==> src/rtl/uart_pos_pkg.sv <==
// Shared types and helpers for the UART position assembler.
package uart_pos_pkg;

  typedef enum logic [1:0] {
    IDLE    = 2'd0,
    PAYLOAD = 2'd1,
    CHECK   = 2'd2
  } state_t;

  localparam int         PKT_PAYLOAD_BYTES = 4;
  localparam logic [7:0] DEFAULT_SYNC_BYTE = 8'hA5;

  typedef struct packed {
    logic [15:0] y;
    logic [15:0] x;
  } pos_t;

  // raw = {y_hi, y_lo, x_hi, x_lo}; each axis clamped independently, unsigned.
  function automatic pos_t clamp_pos(input logic [31:0] raw,
                                     input logic [15:0] x_max,
                                     input logic [15:0] y_max);
    pos_t p;
    p.x = (raw[15:0]  > x_max) ? x_max : raw[15:0];
    p.y = (raw[31:16] > y_max) ? y_max : raw[31:16];
    return p;
  endfunction

endpackage

==> src/rtl/uart_pos_assembler_pkt_timeout.sv <==
// Inter-byte gap counter: counts enabled cycles since the last clear and
// flags expiry once TIMEOUT_CYC cycles have elapsed.
module pkt_timeout #(
  parameter int unsigned TIMEOUT_CYC = 250000
) (
  input  logic clk,
  input  logic rst_n,
  input  logic clear,
  input  logic enable,
  output logic expired
);

  localparam int W = $clog2(TIMEOUT_CYC + 1);

  logic [W-1:0] count;

  always_ff @(posedge clk) begin
    if (!rst_n) begin
      count <= '0;
    end else if (clear) begin
      count <= '0;
    end else if (enable && !expired) begin
      count <= count + 1'b1;
    end
  end

  assign expired = enable && (count == W'(TIMEOUT_CYC));

endmodule

==> src/rtl/uart_pos_assembler.sv <==
// Frames UART bytes into {y,x} position packets, checks and clamps them, and
// commits the latest good packet to the renderer only at frame_start.
module uart_pos_assembler
  import uart_pos_pkg::*;
#(
  parameter logic [7:0]  SYNC_BYTE   = DEFAULT_SYNC_BYTE,
  parameter int unsigned TIMEOUT_CYC = 250000,
  parameter logic [15:0] X_MAX       = 16'd440,
  parameter logic [15:0] Y_MAX       = 16'd330,
  parameter logic [15:0] INIT_X      = 16'd0,
  parameter logic [15:0] INIT_Y      = 16'd0
) (
  input  logic        clk,
  input  logic        rst_n,
  input  logic [7:0]  rx_data,
  input  logic        rx_valid,
  input  logic        frame_start,
  output logic [31:0] uart_buf,
  output logic        buf_update,
  output logic        pkt_err,
  output logic [7:0]  err_count
);

  // state   | meaning
  // IDLE    | hunting for SYNC_BYTE, everything else ignored
  // PAYLOAD | collecting x_lo, x_hi, y_lo, y_hi (SYNC_BYTE is plain data)
  // CHECK   | next byte is the XOR checksum of the payload

  state_t      state, state_nx;
  logic [1:0]  idx;
  logic [7:0]  csum;
  logic [31:0] payload;
  pos_t        pending;
  logic        pending_valid;
  logic        accept, drop, expired;

  pkt_timeout #(.TIMEOUT_CYC(TIMEOUT_CYC)) u_timeout (
    .clk     (clk),
    .rst_n   (rst_n),
    .clear   (rx_valid || (state == IDLE)),
    .enable  (state != IDLE),
    .expired (expired)
  );

  always_ff @(posedge clk) begin
    if (!rst_n) state <= IDLE;
    else        state <= state_nx;
  end

  // A byte arriving on the expiry cycle wins over the timeout.
  always_comb begin
    state_nx = state;
    accept   = 1'b0;
    drop     = 1'b0;
    case (state)
      IDLE: begin
        if (rx_valid && rx_data == SYNC_BYTE) state_nx = PAYLOAD;
      end
      PAYLOAD: begin
        if (rx_valid) begin
          if (idx == 2'(PKT_PAYLOAD_BYTES - 1)) state_nx = CHECK;
        end else if (expired) begin
          drop     = 1'b1;
          state_nx = IDLE;
        end
      end
      CHECK: begin
        if (rx_valid) begin
          if (rx_data == csum) accept = 1'b1;
          else                 drop   = 1'b1;
          state_nx = IDLE;
        end else if (expired) begin
          drop     = 1'b1;
          state_nx = IDLE;
        end
      end
      default: state_nx = IDLE;
    endcase
  end

  always_ff @(posedge clk) begin
    if (!rst_n) begin
      idx     <= '0;
      csum    <= '0;
      payload <= '0;
    end else if (rx_valid) begin
      if (state == IDLE) begin
        idx  <= '0;
        csum <= '0;
      end else if (state == PAYLOAD) begin
        payload[{idx, 3'b000} +: 8] <= rx_data;
        csum <= csum ^ rx_data;
        idx  <= idx + 2'd1;
      end
    end
  end

  // Commit uses the pending value from before this edge; a same-cycle accept
  // then refills pending for the following frame.
  always_ff @(posedge clk) begin
    if (!rst_n) begin
      uart_buf      <= {INIT_Y, INIT_X};
      buf_update    <= 1'b0;
      pkt_err       <= 1'b0;
      err_count     <= '0;
      pending       <= '0;
      pending_valid <= 1'b0;
    end else begin
      buf_update <= 1'b0;
      pkt_err    <= drop;
      if (drop && err_count != 8'hFF) err_count <= err_count + 8'd1;
      if (frame_start && pending_valid) begin
        uart_buf      <= pending;
        buf_update    <= 1'b1;
        pending_valid <= 1'b0;
      end
      if (accept) begin
        pending       <= clamp_pos(payload, X_MAX, Y_MAX);
        pending_valid <= 1'b1;
      end
    end
  end

endmodule

==> config.mk <==
export PLATFORM = sky130hd
export DESIGN_NAME = uart_pos_assembler
export DESIGN_NICKNAME = d
export VERILOG_FILES = /design/src/rtl/uart_pos_pkg.sv /design/src/rtl/uart_pos_assembler_pkt_timeout.sv /design/src/rtl/uart_pos_assembler.sv
export SDC_FILE = /design/constraint.sdc
export NUM_CORES = 1
export LEC_CHECK = 0
export CORE_MARGIN = 2
export CORE_UTILIZATION = 35
export CTS_CLUSTER_DIAMETER = 80
export DETAILED_ROUTE_END_ITERATION = 16
export GPL_TIMING_DRIVEN = 0
export PLACE_DENSITY = 0.64
export SLEW_MARGIN = 25
export SYNTH_ARGS = -nofsm -noshare
export SYNTH_HDL_FRONTEND = slang
export SYNTH_SLANG_ARGS = --single-unit
==> constraint.sdc <==
create_clock -name clk -period 1.95 [get_ports clk]
set_clock_uncertainty 0.05 [all_clocks]
set_input_delay 0.39 -clock clk [delete_from_list [all_inputs] [get_ports clk]]
set_output_delay 0.39 -clock clk [all_outputs]
set_load 0.005 [all_outputs]
# Yosys cells after proc, flatten, opt, wreduce, memory -nomap -nowiden

Index checks and enable logic that the tools add are counted.
W data, S select, Z words.

Flip-flop bits (word level): 137
Input port bits: 12
Output and inout port bits: 42
Word-level logic and storage cells: 71

$add $sub $neg: 4
$lt $le $gt $ge: 2
Equality and inequality tests: 9
Shifts and indexed selects: 2
Mux-type cells: 24
Bitwise gates (word level): 3
Reduce and logical (&&, ||, !) cells: 15

Operator list:

| kind                     | count |
|---|---|
| $bwmux W32               | 1 |
| $gt A16 B9 Y1 const B    | 2 |
| $mux W16                 | 2 |
| $shift A8 B7 Y32 const A | 1 |
| $shiftx A8 B7 Y32        | 1 |
| $add A18 B1 Y18 const B  | 1 |
| $eq A18 B18 Y1 const B   | 1 |
| $mux W8                  | 2 |
| $mux W2                  | 7 |
| $mux W1                  | 10 |
| $add A8 B1 Y8 const B    | 1 |
| $eq A8 B8 Y1             | 1 |
| $eq A8 B8 Y1 const B     | 1 |
| $ne A8 B8 Y1 const B     | 1 |
| $xor A8 B8 Y8            | 1 |
| $neg A5 Y7               | 1 |
| $pmux W2 S3              | 1 |
| $reduce_bool A2 Y1       | 3 |
| $logic_and A1 B1 Y1      | 5 |
| $eq A2 B2 Y1 const B     | 2 |
| $reduce_and A2 Y1        | 2 |
| $ne A3 B3 Y1 const B     | 1 |
| $reduce_and A3 Y1        | 1 |
| $add A2 B1 Y2 const B    | 1 |
| other kinds (8)          | 9 |

# Longest topological paths before layout

Word-level depth: 6
Mapped depth: 9
Mapped depth without buffers: 8

# Cells and area by module

From an unflattened synthesis, not the netlist that was laid out.

Cell total of the unflattened synthesis: 675
Area, all modules: 5699.2 um^2

By module, submodules not included:

| module             | instances | cells an instance | area an instance (um^2) | seq. area each (um^2) |
|---|---|---|---|---|
| uart_pos_assembler | 1         | 575               | 4782.1                  | 2382.3 |
| pkt_timeout        | 1         | 100               | 917.1                   | 360.3 |

# Worst setup path before layout

No wires, ideal clock.

Path type: input to register
Start point: input rx_data[4]
End point: register pending[23] in the netlist's numbering
Library setup time: 0.070 ns
Data arrival time: 1.945 ns
Required time: 1.830 ns
Path slack: -0.116 ns
Stages on the path: 7
Buffers on the path: 1
Cells stage by stage: buf_6 nor2b_1 nor4_2 nand3_1 or3_4 or4b_1 a21oi_1

Word-level cells in the longest chain between the ends: 4

RTL lines:

| what                 | line                      | RTL |
|---|---|---|
| start, declared      | uart_pos_assembler.sv:15  | `input logic [7:0] rx_data,` |
| $eq A8 B8 Y1         | uart_pos_assembler.sv:69  | `if (rx_data == csum) accept = 1'b1;` |
| $mux W1              | uart_pos_assembler.sv:69  |  |
| $mux W1              | uart_pos_assembler.sv:68  | `if (rx_valid) begin` |
| $mux W1              | uart_pos_assembler.sv:55  | `case (state)` |
| end signal, assigned | uart_pos_assembler.sv:118 | `pending <= clamp_pos(payload, X_MAX, Y_MAX);` |
| end, declared        | uart_pos_assembler.sv:33  | `pos_t pending;` |

No other way between the ends.
A chain may end at the register's enable or synchronous reset.

# Worst setup path in the final report

Start point: input rx_data[1]
End point: register pending[23] in the netlist's numbering

Same word-level chain as after synthesis.

==> out/results.txt <==
Routed wire length per instance = 15.1 um
Worst-path clk slew = 0.06 ns
Slack of the worst reg-to-reg path = -0.09 ns
Max-cap violation count = 0
Core Area = 0.0159 mm^2
Core utilization of the finished layout = 0.492
Area share of the largest cell type after synthesis = 0.480
Cts bufs inserted = 17
Post-Synthesis Cell Area = 0.00571 mm^2
Status = finished, violations left
Critical-path cell with the highest stage delay = sky130_fd_sc_hd__or4b_4
R2R Path End = pending[23]
Transition time of the tightest slew-check pin = 0.579 ns
Worst min-delay path category = input pin to register
Placed cell area = 0.00655 mm^2
H-Tree Level Count = 4
Power per unit of standard cell area = 869 mW/mm^2
Cell type with the highest aggregate area in the netlist = sky130_fd_sc_hd__dfxtp_1
Detail Route Antenna Nets = 0
Total of flip-flops plus latches after synthesis = 137
Clock root cell = sky130_fd_sc_hd__clkbuf_16
Peak fanout along the critical path = 8
Via count of the first global-routing pass = 4,675
Number of nets in the finished design = 797
Average size of a mapped cell = 8.35 um^2
RD Place Congestion = 0.847
Synthesized-area fraction occupied by and/or/nand/nor cells = 0.276
End of the critical path = pending[23]
Buffers on Ports = 51
Initial drt markers = 337
Arrival time worst endpoint = 2.35 ns
Number of standard cells after synthesis = 684
Final period util = 1.05
Delay contributed by the slowest stage of the critical path = 0.50 ns
Share of flip-flops with an asynchronous set or reset = 0
Flip-flop and latch area = 0.00276 mm^2
Ranking of synthesized cells by area = sky130_fd_sc_hd__dfxtp_1 (48%), sky130_fd_sc_hd__nand2_1 (8.7%), sky130_fd_sc_hd__a21oi_1 (8.0%), sky130_fd_sc_hd__nand3_1 (3.0%), sky130_fd_sc_hd__ha_1 (2.8%)
Largest net degree at the start of global routing = 17
Overall routed net length = 15.2 mm
Final HPWL DP = 9.76 mm
Synthesized Nets = 709
Antenna violations before repair = 0
Largest family of logic cells by synthesized area = simple AND/OR/NAND/NOR gates
Sequential element share of the synthesized area = 0.480
Setup-violating endpoint count in the final report = 18
Effective utilization at floorplan = 0.358
Leakage = 2.66 nW
Max-slew violation total from the final report = 0
Slew headroom = 0.614
Total Die Area = 0.0174 mm^2
Critical path, cell by cell = clkdlybuf4s15_2 > nor2b_1 > nor4_4 > nand3_2 > or3_4 > or4b_4 > a21oi_2
Post-detailed-route DRC marker count = 0
Global-route wire length before repair = 23.9 mm
Number of hold violations in the final report = 0
Complex-gate fraction of the synthesized area = 0.155
Vias = 5,105
Remaining global-route overflow = 0
Cell area after layout = 0.00784 mm^2
Mean number of vias per cell = 5.10
Number of distinct library cell variants in the gate-level netlist after synthesis = 56
Row count = 46
Count of filler cells inserted in the layout = 1,528
CP Class = input pin to register
Die extent in y = 132 um
Synth Area in Adders = 0.0285
Setup crit start = rx_data[1]
Unrepaired setup endpoints after global routing = true
Skew-Pair Late Insertion Delay = 0.43 ns
Total area of multi-input combinational cells = 0.00320 mm^2
Pre-CTS setup slack = -1.08 ns
Clock tree from TritonCTS = yes
Width of the chip = 132 um
IO Pins = 54
Clock period minus worst slack = 2.05 ns
Overall Global Routing Usage = 0.172
Drt first pass iters = 5
Most frequent standard cell in the layout excluding fill and tap cells = sky130_fd_sc_hd__nand2_1
Synthesis-to-finish area growth = 37.3%
Primary FF master, synth = sky130_fd_sc_hd__dfxtp_1
Worst voltage drop across the vdd grid = 0.000675 V
Bufs on Longest Clock Path = 2
Layout cells sized above 1 = 0.211
Overall Power = 6.81 mW
Post-synth EDFFs = 0
Post-layout worst setup margin = -0.0975 ns
Multiplexer area fraction after synthesis = 0.00526
Type of element capturing the critical path = register
Antenna diode count = 0
Length in cells of the worst reg-to-reg path = 6
Critical Path Source Type = input pin
Fraction of synthesized cell area in xor and xnor cells = 0.0184
Most frequent cells in the layout = sky130_fd_sc_hd__nand2_1 (130), sky130_fd_sc_hd__dfxtp_1 (126), sky130_fd_sc_hd__a21oi_1 (88)
Violations in the final reports = setup timing
Number of clock sinks = 137
Data required time at the worst endpoint = 2.26 ns
Ys Warns = 0
Max Clock Freq = 488 MHz
Worst R2R Start = csum[1]
## timing repair
| item | 4_1_cts | 5_1_grt |
|---|---|---|
| hold buffers | 0 | 0 |
| setup buffers | 11 | 7 |
| endpoints found under the setup margin | 119 | 86 |
| gates resized for setup | 91 | 59 |
| hold endpoints to repair | 0 | 0 |
| pin swaps | 24 | 21 |
| cloned | 4 | 1 |
## layer usage
metal / track usage / wire, um / vias up / part of all wire
li1: - / - / 2565 / -
met1: 0.232 / 7470 / 2424 / 0.49
met2: 0.269 / 6910 / 92 / 0.46
met3: 0.0431 / 537 / 24 / 0.035
met4: 0.0562 / 246 / 0 / 0.016
met5: 0 / 0 / - / 0
## report_power, final
| group | internal (mW) | total, mW | switching (mW) |
|---|---|---|---|
| sequential | 2.83 | 2.86 | 0.0290 |
| combinational | 0.312 | 0.806 | 0.494 |
| clock | 1.82 | 3.15 | 1.33 |
## synth_stat cells, types with 4 or more instances
| cell | n |
|---|---|
| sky130_fd_sc_hd__or2_2 | 4 |
| sky130_fd_sc_hd__xor2_1 | 8 |
| sky130_fd_sc_hd__nor2b_1 | 14 |
| sky130_fd_sc_hd__nor4_1 | 7 |
| sky130_fd_sc_hd__a22oi_1 | 9 |
| sky130_fd_sc_hd__nand3_1 | 34 |
| sky130_fd_sc_hd__a21oi_1 | 91 |
| sky130_fd_sc_hd__nand2_1 | 133 |
| sky130_fd_sc_hd__nor2_1 | 35 |
| sky130_fd_sc_hd__nor3b_1 | 6 |
| sky130_fd_sc_hd__a31oi_1 | 6 |
| sky130_fd_sc_hd__o21ai_0 | 18 |
| sky130_fd_sc_hd__and3_1 | 17 |
| sky130_fd_sc_hd__xnor2_1 | 4 |
| sky130_fd_sc_hd__a32o_1 | 4 |
| sky130_fd_sc_hd__or3_1 | 9 |
| sky130_fd_sc_hd__clkbuf_1 | 29 |
| sky130_fd_sc_hd__ha_1 | 13 |
| sky130_fd_sc_hd__and2_1 | 6 |
| sky130_fd_sc_hd__nor3_1 | 19 |
| sky130_fd_sc_hd__dfxtp_1 | 137 |
| sky130_fd_sc_hd__buf_1 | 5 |
| sky130_fd_sc_hd__nand2b_1 | 10 |
| sky130_fd_sc_hd__nand4_1 | 5 |
| sky130_fd_sc_hd__inv_1 | 15 |
## how the worst min path moves through the flow
stage                start      endpoint  slack, ns  cells after the start
6_report        rx_data[4]   payload[20]       0.22                      3
5_1_grt         rx_data[4]   payload[28]       0.21                      3
4_1_cts         rx_data[4]   payload[28]       0.20                      3
3_5_place_dp   pending[27]  uart_buf[27]       0.39                      2
3_3_place_gp   pending[27]  uart_buf[27]       0.39                      2
2_1_floorplan  pending[24]  uart_buf[24]       0.38                      2
## state kept, by name, indices dropped and copies added (netlist names)
register         count
buf_update           1
csum                 8
err_count            8
idx                  2
payload             32
pending             32
pending_valid        1
pkt_err              1
state                2
u_timeout.count     18
uart_buf            32
## critical path, delay by kind of cell
family	cells	cell delay [ns]
AO/OA/AOI/OAI	1	0.13
buffers and inverters	1	0.28
AND/OR/NAND/NOR	5	1.55
## cell families after synthesis
group                      Yosys count
muxes                                3
xor gates and xnor gates            12
DFF                                137
buffers and inverters               53
and+or+nand+nor                    318
adders and majority gates           13
AOI/OAI and AO/OA                  148
## per-stage QoR
step / hold slack (ns) / instances / setup TNS [ns]
after floorplan: 0.377 / 684 / -0.101
after global placement: 0.388 / 951 / -80.84
after detailed placement: 0.389 / 951 / -82.21
after CTS: 0.195 / 996 / -2.54
after global routing: 0.212 / 1001 / -2.12
final: 0.216 / 1001 / -0.507
## layout make-up
type,count,share of cell area
multi-input cells,494,0.408
flip-flops and latches,137,0.352
repair buffers,74,0.0952
clock buffers,18,0.0560
well taps,216,0.0345
plain buffers,33,0.0290
clock inverters,14,0.0177
inverters,15,0.00718
No activity file was read; power rests on OpenSTA's default activity.
